## config.mk

```make
export PLATFORM = sky130hd
export DESIGN_NAME = timer_periph_flat
export DESIGN_NICKNAME = d
export VERILOG_FILES = /design/src/rtl/timer_periph_if.sv /design/src/rtl/timer_periph.sv /design/src/flat_wrapper.sv
export SDC_FILE = /design/constraint.sdc
export NUM_CORES = 1
export LEC_CHECK = 0
export ABC_CLOCK_PERIOD_IN_PS = 5700
export BUFFER_PORTS_ARGS = -buffer_cell sky130_fd_sc_hd__buf_2
export CORE_ASPECT_RATIO = 0.8
export CORE_MARGIN = 1.5
export CORE_UTILIZATION = 59
export CTS_CLUSTER_SIZE = 24
export DETAILED_ROUTE_END_ITERATION = 7
export PLACE_DENSITY = 0.85
export SYNTH_ARGS = -nofsm -noshare
export SYNTH_HDL_FRONTEND = slang
export SYNTH_SLANG_ARGS = --single-unit
```

## constraint.sdc

```tcl
create_clock -name clk -period 5.7 [get_ports clk]
set_input_delay 0.285 -clock clk [delete_from_list [all_inputs] [get_ports clk]]
set_output_delay 0.285 -clock clk [all_outputs]
set_load 0.02 [all_outputs]
```

## src/rtl/timer_periph_if.sv

```systemverilog
// CPU-side control bus of the seconds timer: write strobe and duration in,
// sticky done / busy / remaining seconds back out through the read mux.
interface timer_periph_if;
  logic        ctrl_we;
  logic [31:0] ctrl_wdata;
  logic        done_clr;
  logic        done_rdata;
  logic        busy_rdata;
  logic [31:0] remain_rdata;

  modport master (
    output ctrl_we, ctrl_wdata, done_clr,
    input  done_rdata, busy_rdata, remain_rdata
  );

  modport slave (
    input  ctrl_we, ctrl_wdata, done_clr,
    output done_rdata, busy_rdata, remain_rdata
  );
endinterface

```

## src/rtl/timer_periph.sv

```systemverilog
// Seconds countdown timer with sticky done flag; all outputs registered, one-edge write latency.
// No backpressure: a write is always accepted and restarts or aborts the count immediately.
module timer_periph #(
  parameter int CLK_HZ     = 10_000_000,
  parameter int Simulacion = 0,
  parameter int TICKS_SIM  = 10
) (
  input  logic          clk,
  input  logic          reset,
  timer_periph_if.slave bus
);

  localparam int TICKS = (Simulacion != 0) ? TICKS_SIM : CLK_HZ;
  localparam int PW    = $clog2(TICKS);
  localparam logic [PW-1:0] PRESC_LAST = PW'(TICKS - 1);

  typedef enum logic [1:0] {
    ST_IDLE,
    ST_RUN,
    ST_DONE
  } state_e;

  state_e        state_q;
  logic [PW-1:0] presc_q;
  logic [31:0]   remain_q;
  logic          done_q;
  logic          busy_q;
  logic [31:0]   remain_dec_d;

  assign remain_dec_d = remain_q - 32'd1;

  always_ff @(posedge clk) begin
    if (!reset) begin
      state_q  <= ST_IDLE;
      presc_q  <= '0;
      remain_q <= '0;
      done_q   <= 1'b0;
      busy_q   <= 1'b0;
    end else if (bus.ctrl_we) begin
      // A write beats done_clr and the final tick; zero data is an abort.
      presc_q <= '0;
      done_q  <= 1'b0;
      if (bus.ctrl_wdata != 32'd0) begin
        state_q  <= ST_RUN;
        remain_q <= bus.ctrl_wdata;
        busy_q   <= 1'b1;
      end else begin
        state_q  <= ST_IDLE;
        remain_q <= '0;
        busy_q   <= 1'b0;
      end
    end else begin
      case (state_q)
        ST_RUN: begin
          if (presc_q == PRESC_LAST) begin
            presc_q  <= '0;
            remain_q <= remain_dec_d;
            if (remain_q == 32'd1) begin
              state_q <= ST_DONE;
              busy_q  <= 1'b0;
              done_q  <= 1'b1;
            end
          end else begin
            presc_q <= presc_q + 1'b1;
          end
        end
        ST_DONE: begin
          if (bus.done_clr) begin
            state_q <= ST_IDLE;
            done_q  <= 1'b0;
          end
        end
        default: ;
      endcase
    end
  end

  assign bus.done_rdata   = done_q;
  assign bus.busy_rdata   = busy_q;
  assign bus.remain_rdata = remain_q;

endmodule

```

## src/flat_wrapper.sv

```systemverilog
// flat-port wrapper written by rule: the top's interface ports become plain ports
module timer_periph_flat 
#(
  parameter int CLK_HZ     = 10_000_000,
  parameter int Simulacion = 0,
  parameter int TICKS_SIM  = 10
)
  (clk, reset, bus_ctrl_we, bus_ctrl_wdata, bus_done_clr, bus_done_rdata, bus_busy_rdata, bus_remain_rdata);
  timer_periph_if bus_i ();
  input  logic clk;
  input  logic reset;
  input wire logic [$bits(bus_i.ctrl_we)-1:0] bus_ctrl_we;
  input wire logic [$bits(bus_i.ctrl_wdata)-1:0] bus_ctrl_wdata;
  input wire logic [$bits(bus_i.done_clr)-1:0] bus_done_clr;
  output wire logic [$bits(bus_i.done_rdata)-1:0] bus_done_rdata;
  output wire logic [$bits(bus_i.busy_rdata)-1:0] bus_busy_rdata;
  output wire logic [$bits(bus_i.remain_rdata)-1:0] bus_remain_rdata;
  assign bus_i.ctrl_we = bus_ctrl_we;
  assign bus_i.ctrl_wdata = bus_ctrl_wdata;
  assign bus_i.done_clr = bus_done_clr;
  assign bus_done_rdata = bus_i.done_rdata;
  assign bus_busy_rdata = bus_i.busy_rdata;
  assign bus_remain_rdata = bus_i.remain_rdata;
  timer_periph #(.CLK_HZ(CLK_HZ), .Simulacion(Simulacion), .TICKS_SIM(TICKS_SIM)) u_core (.clk(clk), .reset(reset), .bus(bus_i));
endmodule
```

==> summary.md <==
| Metric | Value |
|---|---|
| Max Clock Skew | `0.00579 ns` |
| CTS tree | `done` |
| Part of the power in registers | `45.9%` |
| Clock latency at the later pin of the worst-skew pair | `0.34 ns` |
| Root Buffer | `clkbuf_8` |
| CTS Buf Count | `9` |
| Final hold vios | `0` |
| DR vias | `3708` |
| Period utilisation layout | `44.5%` |
| Worst setup SP type | `flop` |
| Hold path startpoint | `bus_ctrl_wdata[28]` |
| Vias in the first global route | `3213` |
| Sink Count | `60` |
| Share of cells above drive strength 1 | `19.3%` |
| Drt wl/cell | `17.2 um` |
| Seq/Total Area, Yosys | `35.4%` |
| Grt total ovfl | `0` |
| Overall Global Routing Usage | `31.8%` |
| Syn_nets | `470` |
| Max Cap Viol | `0` |
| RSZ-0062 raised after global routing | `no` |
| Total Routed Length | `9800 um` |
| Hold endpoint | `u_core.bus.remain_rdata[28]` |
| Relative slew slack | `36.0%` |
| Post-route ant nets | `0` |
| DRT Pass-1 Iters | `5` |
| Die H | `70.8 um` |
| Global-route wire length before repair | `15600 um` |
| Switching Share | `30.0%` |
| Port buffer count | `69` |
| CP max FO | `9` |
| Setup TNS | `0 ns` |
| Core Rows | `24` |
| Switching power | `0.000302 W` |
| Leakage | `1.42 nW` |
| Fin Hold WS | `0.214 ns` |
| # setup viols final | `0` |
| CORE AREA | `0.00550 mm2` |
| Die ar. | `0.00622 mm2` |
| Critical path capture point type | `flop` |
| Initial antenna violation count | `0` |
| Initial Util | `61.7%` |
| Post-synth top area cell | `dfxtp_1` |
| Fmax | `0.394 GHz` |
| Drc violations | `0` |
| Worst r2r path cells | `5` |
| Worst Path Required | `5.92 ns` |
| R2r endpoint | `u_core.bus.busy_rdata` |
| Hpwl dp | `6810 um` |
| Clk pwr share | `37.5%` |
| Clock buffer depth | `2` |
| R2R Setup Slk | `3.16 ns` |
| Quantity of gates resized following cts | `0` |
| Max H-tree Level | `3` |
| Worst-Margin Slew | `0.956 ns` |
| Largest net degree at the start of global routing | `31` |
| Worst ir drop on vdd | `0.173 mV` |
| Post-synth top area share | `35.4%` |
| Hold Path Class | `input pin to flop` |
| Internal power | `0.000703 W` |
| Arrival @ worst endpoint | `2.76 ns` |
| Commonest non-fill, non-tap cell in the layout | `buf_2` |
| Num ports | `70` |
| Most frequent cells in the layout | `buf_2 (69), dfxtp_1 (60), nor2_1 (41), nor4_1 (39), nand2_1 (39)` |
| Critical path type | `flop to flop` |
| Outcome | `complete, no violations` |
| Final nets | `528` |
| Worst flop-to-flop path startpoint | `u_core.bus.remain_rdata[14]` |
| Post-synth EDFFs | `0` |
| Vias per cell | `6.49` |
| Pwr per Cell Area | `256 mW/mm2` |
| Worst-path clk slew | `0.07 ns` |
| Die Wd | `87.8 um` |
| Comb pwr share | `16.6%` |
| Cell area after synthesis | `0.00339 mm2` |
| Synthesis Warnings | `0` |
| Synth Instances | `431` |
| Unique masters post-synth | `46` |
| Period minus WS final | `2.54 ns` |
| Final Max Slew Viols | `0` |
| Number of synthesized register bits | `60` |
| Antenna diodes | `0` |
| Synth Area per Inst | `7.87 um2` |
| Synth async-reset ratio | `0%` |
| Initial DRC count | `376` |
| Main area contributors after synthesis | `dfxtp_1 (35%), nor4_1 (7.2%), xnor2_1 (6.2%), o21ai_0 (4.6%), nor2_1 (4.5%)` |
| Area growth syn-to-layout | `15.9%` |
| Most used flip-flop cell after synthesis | `dfxtp_1` |
| CTS Hold Bufs | `0` |
| Worst hold path depth | `3` |
| Routability congestion estimate | `0.909` |
| Postcts setup bufs | `0` |
==> metal layers <==
metal	GRT usage, %	vias up	part of all wire [%]
li1	-	1736	-
met1	47.1	1703	45
met2	44.8	241	42
met3	7.58	28	12
met4	10.9	0	1.9
met5	0	-	0
==> power by group through the flow <==
stage	combinational, W	clock [W]	sequential [W]
after floorplan	0.0000899	0	0.000483
after global placement	0.000158	0	0.000467
after detailed placement	0.000162	0	0.000468
after CTS	0.000163	0.000380	0.000460
after global routing	0.000181	0.000395	0.000463
final	0.000167	0.000377	0.000461
==> sequential cells by signal (all words and copies together) (netlist names) <==
register / count
u_core.presc_q: 24
u_core.state_q: 2
u_core.bus.remain_rdata: 32
u_core.bus.done_rdata: 1
u_core.bus.busy_rdata: 1
==> worst max-delay path, stage by stage, from the launching register on <==
cell	delay, ns
dfxtp_1	0.39
nor4_1	0.75
nand2_1	0.34
nor3_1	0.55
and2_1	0.28
o21ai_0	0.11
==> how the worst max path moves through the flow <==
stage | from | end | slack, ns | cells after the start
floorplan | u_core.bus.remain_rdata[0] | u_core.bus.remain_rdata[18] | 3.57 | 6
global placement | reset | u_core.presc_q[4] | 3.28 | 5
detailed placement | reset | u_core.presc_q[3] | 3.13 | 5
CTS | u_core.bus.remain_rdata[0] | u_core.bus.remain_rdata[18] | 3.25 | 6
global route | u_core.bus.remain_rdata[1] | u_core.bus.remain_rdata[16] | 2.97 | 7
finish | u_core.bus.remain_rdata[14] | u_core.bus.busy_rdata | 3.16 | 5
==> final cells by class <==
cell class | count | area [um2]
multi-input cells | 338 | 2050
fillers | 460 | 1560
flip-flops and latches | 60 | 1200
repair buffers | 70 | 353
clock buffers | 10 | 138
well taps | 78 | 97.6
clock inverters | 5 | 52.6
inverters | 10 | 37.5
==> through the flow <==
stage / util (%) / std cells / power [W] / setup slack (ns) / area [um2]
floorplan: - / 431 / 0.000573 / 3.57 / 3390
global placement: 68.1 / 556 / 0.000626 / 3.28 / 3740
detailed placement: 68.1 / 556 / 0.000630 / 3.13 / 3740
CTS: 71.6 / 571 / 0.00100 / 3.25 / 3930
global route: 71.6 / 571 / 0.00104 / 2.97 / 3930
finish: 71.6 / 571 / 0.00100 / 3.16 / 3930
==> logic make-up after synthesis <==
family	share of synthesized area, %
fa+ha+maj	1.11
compound gates	16.5
xor+xnor	7.49
mux	0.885
buf+inv	4.09
flops	35.4
simple gates	34.5
==> synthesized netlist by cell type (4+ instances only) <==
cell type   n
inv_1      10
nand4_1    11
a22oi_1     4
nand3_1    14
o22ai_1     8
clkbuf_1   20
nand2_1    39
a21oi_1    16
or4_1       8
xnor2_1    24
nor2_1     41
o21ai_0    31
nor2b_1     4
nor4_1     39
nor3_1     20
o31ai_1     4
o31a_1      6
xor2_1      5
a31oi_1    14
or3_1       7
or2_2       4
dfxtp_1    60
Power figures use the tool's default switching activity.
